$ cat config.mk
export PLATFORM = sky130hd
export DESIGN_NAME = operand_entry_flat
export DESIGN_NICKNAME = d
export VERILOG_FILES = /design/src/rtl/operand_entry_pkg.sv /design/src/rtl/operand_entry_if.sv /design/src/rtl/operand_entry_debounce.sv /design/src/rtl/operand_entry.sv /design/src/flat_wrapper.sv
export SDC_FILE = /design/constraint.sdc
export NUM_CORES = 1
export LEC_CHECK = 0
export CELL_PAD_IN_SITES_DETAIL_PLACEMENT = 0
export CELL_PAD_IN_SITES_GLOBAL_PLACEMENT = 1
export CORE_MARGIN = 10
export CORE_UTILIZATION = 45
export CTS_CLUSTER_DIAMETER = 30
export DETAILED_ROUTE_END_ITERATION = 10
export PLACE_DENSITY = 0.83
export SETUP_SLACK_MARGIN = 0.02
export SLEW_MARGIN = 20
export SYNTH_ARGS = -nofsm -noshare
export SYNTH_HDL_FRONTEND = slang
export SYNTH_HIERARCHICAL = 1
export SYNTH_SLANG_ARGS = --single-unit
$ cat constraint.sdc
create_clock -name clk -period 2 [get_ports clk]
set_input_delay 0.2 -clock clk [delete_from_list [all_inputs] [get_ports clk]]
set_output_delay 0.2 -clock clk [all_outputs]
set_load 0.01 [all_outputs]
$ cat src/rtl/operand_entry_pkg.sv
// Shared definitions for the operand entry front end.
// Contents: FSM state encoding (also driven onto the phase LEDs) and the
// add/subtract select codes used by the downstream arithmetic stage.
package operand_entry_pkg;

    // Encoding doubles as the LED phase code; 2'b11 is unused and recovers
    // to ST_LOAD_A on the next edge.
    typedef enum logic [1:0] {
        ST_LOAD_A = 2'b00,
        ST_LOAD_B = 2'b01,
        ST_READY  = 2'b10
    } state_t;

    localparam logic OP_ADD = 1'b0;
    localparam logic OP_SUB = 1'b1;

endpackage

$ cat src/rtl/operand_entry_if.sv
// Bundle between the board I/O side and the operand entry block.
// Signals:
//   sw, op_sw, enter, clear  board side -> entry block (raw switches/key)
//   a0, a1, s                registered operands and add/subtract select
//   operands_valid           level, high only while phase == READY
//   phase                    FSM state code for the LEDs
// Handshake: there is no ready back-pressure. operands_valid is a plain
// level qualifier: while it is high a0/a1/s are stable and complete; the
// consumer may sample them on any cycle it sees operands_valid high.
interface operand_entry_if
    import operand_entry_pkg::*;
#(
    parameter int WIDTH = 4
);
    logic [WIDTH-1:0] sw;
    logic             op_sw;
    logic             enter;
    logic             clear;
    logic [WIDTH-1:0] a0;
    logic [WIDTH-1:0] a1;
    logic             s;
    logic             operands_valid;
    logic [1:0]       phase;

    modport master (
        output sw, op_sw, enter, clear,
        input  a0, a1, s, operands_valid, phase
    );

    modport slave (
        input  sw, op_sw, enter, clear,
        output a0, a1, s, operands_valid, phase
    );
endinterface

$ cat src/rtl/operand_entry_debounce.sv
// Push-button conditioner: 2-flop synchronizer, stability counter,
// debounced level and a one-cycle rising-edge pulse.
// Ports:
//   clk    system clock
//   rst    synchronous active-high reset
//   raw    raw, bouncy, asynchronous key level (active-high)
//   press  one-cycle pulse per accepted press
// A key held through reset is not reported: the pulse is only produced
// once the key has been seen released (debounced fall, or the
// synchronized level low for DEBOUNCE_CYCLES cycles). That idle window
// must exceed the two reset-zero synchronizer samples, so use
// DEBOUNCE_CYCLES >= 3.
module debounce #(
    parameter int DEBOUNCE_CYCLES = 500000
) (
    input  logic clk,
    input  logic rst,
    input  logic raw,
    output logic press
);
    localparam int CW = (DEBOUNCE_CYCLES > 1) ? $clog2(DEBOUNCE_CYCLES) : 1;
    localparam logic [CW-1:0] LAST = CW'(DEBOUNCE_CYCLES - 1);

    logic          sync1;
    logic          sync2;
    logic          level;
    logic          level_d;
    logic          armed;
    logic [CW-1:0] cnt;
    logic [CW-1:0] idle_cnt;

    always_ff @(posedge clk) begin
        if (rst) begin
            sync1    <= 1'b0;
            sync2    <= 1'b0;
            level    <= 1'b0;
            level_d  <= 1'b0;
            armed    <= 1'b0;
            cnt      <= '0;
            idle_cnt <= '0;
            press    <= 1'b0;
        end else begin
            sync1   <= raw;
            sync2   <= sync1;
            level_d <= level;

            // Counter only runs while the synchronized input disagrees
            // with the accepted level; any agreement restarts it.
            if (sync2 == level) begin
                cnt <= '0;
            end else if (cnt == LAST) begin
                level <= ~level;
                cnt   <= '0;
                if (level) begin
                    armed <= 1'b1;  // accepted release
                end
            end else begin
                cnt <= cnt + 1'b1;
            end

            // Arms after reset once the key is genuinely idle.
            if (armed || sync2 || level) begin
                idle_cnt <= '0;
            end else if (idle_cnt == LAST) begin
                armed <= 1'b1;
            end else begin
                idle_cnt <= idle_cnt + 1'b1;
            end

            press <= level & ~level_d & armed;
        end
    end
endmodule

$ cat src/rtl/operand_entry.sv
// Operand entry front end: collects operand A, operand B and the
// add/subtract select, one entry per key press, and holds them stable.
// Ports:
//   clk   system clock
//   rst   synchronous active-high reset (also resets the key conditioner)
//   bus   operand_entry_if.slave: raw switches/key/clear in, registered
//         operands, select, valid flag and phase code out
// clear returns to operand-A entry and zeroes the operands but leaves the
// switch synchronizers and key conditioner running.
module operand_entry
    import operand_entry_pkg::*;
#(
    parameter int WIDTH           = 4,
    parameter int DEBOUNCE_CYCLES = 500000
) (
    input logic               clk,
    input logic               rst,
    operand_entry_if.slave    bus
);
    logic [WIDTH-1:0] sw_s1;
    logic [WIDTH-1:0] sw_s2;
    logic             op_s1;
    logic             op_s2;
    logic             press;

    state_t           state;
    logic [WIDTH-1:0] a0_q;
    logic [WIDTH-1:0] a1_q;
    logic             s_q;
    logic             valid_q;

    debounce #(
        .DEBOUNCE_CYCLES(DEBOUNCE_CYCLES)
    ) u_enter (
        .clk   (clk),
        .rst   (rst),
        .raw   (bus.enter),
        .press (press)
    );

    // Switches are only sampled on press, so synchronizing is enough.
    always_ff @(posedge clk) begin
        if (rst) begin
            sw_s1 <= '0;
            sw_s2 <= '0;
            op_s1 <= 1'b0;
            op_s2 <= 1'b0;
        end else begin
            sw_s1 <= bus.sw;
            sw_s2 <= sw_s1;
            op_s1 <= bus.op_sw;
            op_s2 <= op_s1;
        end
    end

    // clear outranks press: a press landing on the clear cycle is dropped.
    always_ff @(posedge clk) begin
        if (rst || bus.clear) begin
            state   <= ST_LOAD_A;
            a0_q    <= '0;
            a1_q    <= '0;
            s_q     <= OP_ADD;
            valid_q <= 1'b0;
        end else begin
            case (state)
                ST_LOAD_A: begin
                    if (press) begin
                        a0_q  <= sw_s2;
                        state <= ST_LOAD_B;
                    end
                end
                ST_LOAD_B: begin
                    if (press) begin
                        a1_q    <= sw_s2;
                        s_q     <= op_s2;
                        state   <= ST_READY;
                        valid_q <= 1'b1;
                    end
                end
                ST_READY: begin
                    if (press) begin
                        state   <= ST_LOAD_A;
                        valid_q <= 1'b0;
                    end
                end
                default: begin
                    state   <= ST_LOAD_A;
                    valid_q <= 1'b0;
                end
            endcase
        end
    end

    assign bus.a0             = a0_q;
    assign bus.a1             = a1_q;
    assign bus.s              = s_q;
    assign bus.operands_valid = valid_q;
    assign bus.phase          = state;
endmodule

$ cat src/flat_wrapper.sv
// flat-port wrapper written by rule: the top's interface ports become plain ports
module operand_entry_flat import operand_entry_pkg::*;
#(
    parameter int WIDTH           = 4,
    parameter int DEBOUNCE_CYCLES = 500000
)
  (clk, rst, bus_sw, bus_op_sw, bus_enter, bus_clear, bus_a0, bus_a1, bus_s, bus_operands_valid, bus_phase);
  operand_entry_if #(.WIDTH(WIDTH)) bus_i ();
  input logic clk;
  input logic rst;
  input wire logic [$bits(bus_i.sw)-1:0] bus_sw;
  input wire logic [$bits(bus_i.op_sw)-1:0] bus_op_sw;
  input wire logic [$bits(bus_i.enter)-1:0] bus_enter;
  input wire logic [$bits(bus_i.clear)-1:0] bus_clear;
  output wire logic [$bits(bus_i.a0)-1:0] bus_a0;
  output wire logic [$bits(bus_i.a1)-1:0] bus_a1;
  output wire logic [$bits(bus_i.s)-1:0] bus_s;
  output wire logic [$bits(bus_i.operands_valid)-1:0] bus_operands_valid;
  output wire logic [$bits(bus_i.phase)-1:0] bus_phase;
  assign bus_i.sw = bus_sw;
  assign bus_i.op_sw = bus_op_sw;
  assign bus_i.enter = bus_enter;
  assign bus_i.clear = bus_clear;
  assign bus_a0 = bus_i.a0;
  assign bus_a1 = bus_i.a1;
  assign bus_s = bus_i.s;
  assign bus_operands_valid = bus_i.operands_valid;
  assign bus_phase = bus_i.phase;
  operand_entry #(.WIDTH(WIDTH), .DEBOUNCE_CYCLES(DEBOUNCE_CYCLES)) u_core (.clk(clk), .rst(rst), .bus(bus_i));
endmodule
# [After elaboration in Yosys (flattened, before gate mapping)]
# Index checks and enable logic that the tools add are counted.
[op_classes] addsub=2 n_eq_ne=8 muxes=12 bitwise=6 n_reduce_logical=11
[ops] operator="$add A19 B1 Y19 const B" n=2
[ops] operator="$eq A19 B19 Y1 const B" n=2
[ops] operator="$mux W1" n=7
[ops] operator="$mux W2" n=3
[ops] operator="$ne A2 B2 Y1 const B" n=3
[ops] operator="$pmux W2 S3" n=1
[ops] operator="$reduce_and A2 Y1" n=3
[ops] operator="$reduce_and A3 Y1" n=2
[ops] operator="$not A1 Y1" n=4
[ops] operator="$logic_or A1 B1 Y1" n=3
[ops] operator="$pmux W1 S3" n=1
[ops] operator="$reduce_or A3 Y1" n=1
[ops] operator="$and A1 B1 Y1" n=2
[ops] operator="$eq A2 B1 Y1 const B" n=1
[ops] operator="$eq A2 B2 Y1 const B" n=1
[ops] operator="$logic_not A2 Y1" n=1
[ops] operator="$reduce_or A2 Y1" n=1
[ops] operator="$eq A1 B1 Y1" n=1
[word_totals] register_bits=66 in_bits=9 output_inout_bits=12 elab_cells=56

# [Logic depth before layout (Yosys ltp)]
[logic_depth] depth_word=5 ltp_mapped=6 ltp_nobuf=5

# [Hierarchy]
# Netlist, hierarchy kept.
[modules_own_cells] module="debounce" n_inst=1 cells_each=238 area_per_inst_um2=2067.0 seq_area_each_um2=880.8
[modules_own_cells] module="operand_entry" n_inst=1 cells_each=69 area_per_inst_um2=830.8 seq_area_each_um2=440.4

# [Worst setup path before layout]
# Ideal clock, no wire load.
[synth_timing] path_type="register to register" start="register u_core.u_enter.cnt[0]" end="register u_core.u_enter.cnt[16]" setup_time_ps=70 arrival_time_ps=1789 required_time_ps=1930 path_slack_ps=142 path_stages_with_launch=7 n_path_buf=1 synth_period_minus_slack_ps=1858 path_cell_list="dfxtp_1 > ha_1 > nand4_1 > or3_1 > buf_2 > or4_1 > a21oi_1"
[synth_via] elab_chain_cells=2 word_cells_on_any_way=3 cone_classes="1 x add/sub; 1 x eq/ne; 1 x reduce/logical"
[synth_lines] element="from (decl)" line_no="operand_entry_debounce.sv:29" text="logic [CW-1:0] cnt;"
[synth_lines] element="from (signal assigned)" line_no="operand_entry_debounce.sv:58" text="cnt <= cnt + 1'b1;"
[synth_lines] element="parallel branches: the longest is 2 deep, another holds $add A19 B1 Y19"
# Parallel ways; which one is timed is not known.
# A chain may end at the register's enable or synchronous reset.

# [Worst setup path after layout]
[layout_timing] start="register u_core.u_enter.cnt[0]" end="register u_core.u_enter.cnt[18]"
# The elaborated chain is that of the path after synthesis.

==> reports/qor.yml <==
power:
  combPwrFrac_pct: 3.2
  total_power_mw: 2.41
  power_frac_seq_pct: 55.5
  power.leakage_nw: 1.14
  switchingPower_mw: 0.587
  peakVddDrop_mv: 0.418
  internal_power_mw: 1.83
  power-per-cell-area_nw_per_um2: 708
  p_clk_share_pct: 41.3
  p_sw_share_pct: 24.3
clock_network:
  cts_setup_buffers: 0
  cts_buffers: 9
  cts_buffer_depth: 2
  path_clk_slew_ns: 0.07
  post_cts_resized: 0
  cts_root_buffer: "clkbuf_8"
  cts_tree: "yes"
  worst_skew_pair.late_latency_ns: 0.34
  cts_hold_buf: 0
  clock_sinks: 66
  htree_num_levels: 3
placement:
  numPortBuffers: 20
  gp_congestion: 0.827
  dp_hpwl_microns: 3970
  dp_slack_ns: 0.130
drt:
  ant_nets: 0
  viasPerCell: 5.42
  num_vias: 2272
  initialDrtViolationCount: 65
  drc_errors: 0
  routedWlPerCell_microns: 13.4
  dr.pass1.iters: 4
  drt-total-wl_microns: 5600
global_route:
  grt_overflow: 0
  grt_max_degree: 35
  antenna_found_initial: 0
  first_global_vias: 2199
  grt_pass1_wl_microns: 9920
  grt.total_usage_pct: 11.9
finish:
  antenna_cells: 0
  fillCellCount: 599
  mostFrequentLayoutCells: "dfxtp_1 (66), nor2_1 (24), clkdlybuf4s50_1 (20)"
  final_layout_size_suffix_gt1_share_pct: 14.0
  areaGrowthSynthToFinish_pct: 17.7
  final_common_cell: "dfxtp_1"
  final_nets: 348
die:
  die-area_sq_um: 10000
  fp.dieW_microns: 100
  ioPinCount: 21
  rows: 29
  core-area_sq_um: 6310
  initial_core_util_pct: 45.9
  fp.dieH_microns: 100
worst_setup_path:
  rr_worst_depth: 5
  cp_data_arrival_time_ns: 2.10
  cp_slowest_stage_delay_ns: 0.47
  cp_num_buf_inv: 0
  critPathMaxFanout: 5
  cp.required_ns: 2.27
  critPathLaunchType: "flip-flop"
  path_delay_family: "simple AND/OR/NAND/NOR gates"
  crit_slowest_cell: "or4_1"
  crit_chain: "ha_2 -> nand4_1 -> or3_4 -> or4_1 -> a21oi_1"
  cp-end-kind: "flip-flop"
  path_class: "reg -> reg"
  cp.depth: 5
sta:
  fin_skew_ns: 0.00903
  maxSlewHeadroom_pct: 68.2
  min_period_over_period_pct: 91.5
  worst_slew_pin_slew_ns: 0.475
  grt_setup_unrepaired: "false"
  max_freq_ghz: 0.546
  slew_violations: 0
  tns_ns: 0
  fin_crit_ns: 1.83
  worst_slack_ns: 0.170
  setup_violations: 0
  timing_hold_violations_final: 0
logic_synthesis:
  netlist_area_sq_um: 2900
  synth-seq-cells: 66
  syn-num-nets: 318
  synth_compound_area_share_pct: 10.1
  synthAdderAreaFrac_pct: 0.864
  synth-xor-area-share_pct: 5.74
  synth_ff_type: "dfxtp_1"
  synthArstFlopShare_pct: 0
  synth-edff-count: 0
  synth-seq-area-share_pct: 45.6
  synthSimpleGateAreaFrac_pct: 31.1
  synth_cell_types: 52
  synth_mux_area_share_pct: 3.15
  synth_top_family_by_area: "simple AND/OR/NAND/NOR gates"
  yosys_warnings: 6
  synth_area_per_cell_sq_um: 9.44
  syn-instance-count: 307
flow_run:
  maxCapViolations: 0
worst_hold_path:
  min_path_type: "reg -> reg"
  whs_path_depth: 1
status:
  status: "finished, final reports clean"
==> cells in the mapped netlist (7+ instances only) <==
| library cell | number | area [sq um] |
|---|---|---|
| nor2_1 | 24 | 90.1 |
| xor2_1 | 8 | 70.1 |
| mux2i_1 | 8 | 80.1 |
| dfxtp_1 | 66 | 1320 |
| nand2_1 | 18 | 67.6 |
| or3b_2 | 7 | 61.3 |
| or4_1 | 7 | 52.6 |
| xnor2_1 | 11 | 96.3 |
| or3b_1 | 7 | 61.3 |
| nor2b_1 | 13 | 81.3 |
| nand4_1 | 7 | 43.8 |
| a21oi_1 | 19 | 95.1 |
| nand3_1 | 12 | 60.1 |
| or3_1 | 10 | 62.6 |
| o21ai_0 | 12 | 60.1 |
==> layout make-up <==
type / instances / area, sq um / share of cell area [%]
tap: 77 / 96.3 / 2.83
clock buffer: 9 / 124 / 3.63
inverter: 6 / 22.5 / 0.661
multi-input combinational: 222 / 1490 / 43.6
clock inverter: 7 / 55.1 / 1.61
sequential: 66 / 1320 / 38.8
timing repair buffer: 32 / 303 / 8.88
==> state kept, by name (all words and copies together) (netlist names), 2 cells and up <==
name,flops
u_core/sw_s1,4
u_core/u_enter/idle_cnt,19
u_core/bus.phase,2
u_core/bus.a0,4
u_core/u_enter/cnt,19
u_core/sw_s2,4
u_core/bus.a1,4
==> metrics by stage <==
step | instance area [sq um] | instances | utilization, % | hold slack, ns
3_3_place_gp | 3220 | 403 | 51.0 | 0.383
6_report | 3410 | 419 | 54.0 | 0.396
4_1_cts | 3400 | 419 | 53.8 | 0.397
2_1_floorplan | 2900 | 307 | - | 0.269
3_5_place_dp | 3220 | 403 | 51.0 | 0.390
5_1_grt | 3410 | 419 | 54.0 | 0.404
==> routing by layer <==
layer / vias up / global-route usage (%) / share of wire [%]
met4: 0 / 7.17 / 2.2
met3: 13 / 2.75 / 3.7
met5: - / 0 / 0
met2: 30 / 18.8 / 47
met1: 1056 / 14.3 / 47
li1: 1173 / - / -
==> cell families (layout without fill, tap and decap cells) <==
| group | after synthesis | count (layout) |
|---|---|---|
| fa+ha+maj | 2 | 2 |
| compound gates | 47 | 47 |
| buf+inv | 19 | 54 |
| mux | 9 | 9 |
| flops | 66 | 66 |
| xor+xnor | 19 | 19 |
| simple gates | 145 | 145 |
==> path summary, 6_finish.rpt <==
path / from / end / slack [ns]
worst max-delay path: u_core/u_enter/cnt[0]$_SDFF_PP0_ / u_core/u_enter/cnt[18]$_SDFF_PP0_ / 0.17
worst max register to register: u_core/u_enter/cnt[0]$_SDFF_PP0_ / u_core/u_enter/cnt[18]$_SDFF_PP0_ / 0.17
worst min-delay path: u_core/u_enter/level_d$_SDFF_PP0_ / u_core/u_enter/press$_SDFF_PP0_ / 0.40
worst min register to register: u_core/u_enter/level_d$_SDFF_PP0_ / u_core/u_enter/press$_SDFF_PP0_ / 0.40
==> power by group through the flow <==
| stage | clock, mW | combinational, mW | sequential (mW) |
|---|---|---|---|
| final | 0.997 | 0.0775 | 1.34 |
| after global routing | 1.08 | 0.0862 | 1.34 |
| after CTS | 1.03 | 0.0787 | 1.34 |
| after detailed placement | 0 | 0.0785 | 1.37 |
| after global placement | 0 | 0.0780 | 1.37 |
| after floorplan | 0 | 0.0443 | 1.37 |
No activity file was read; power rests on OpenSTA's default activity.
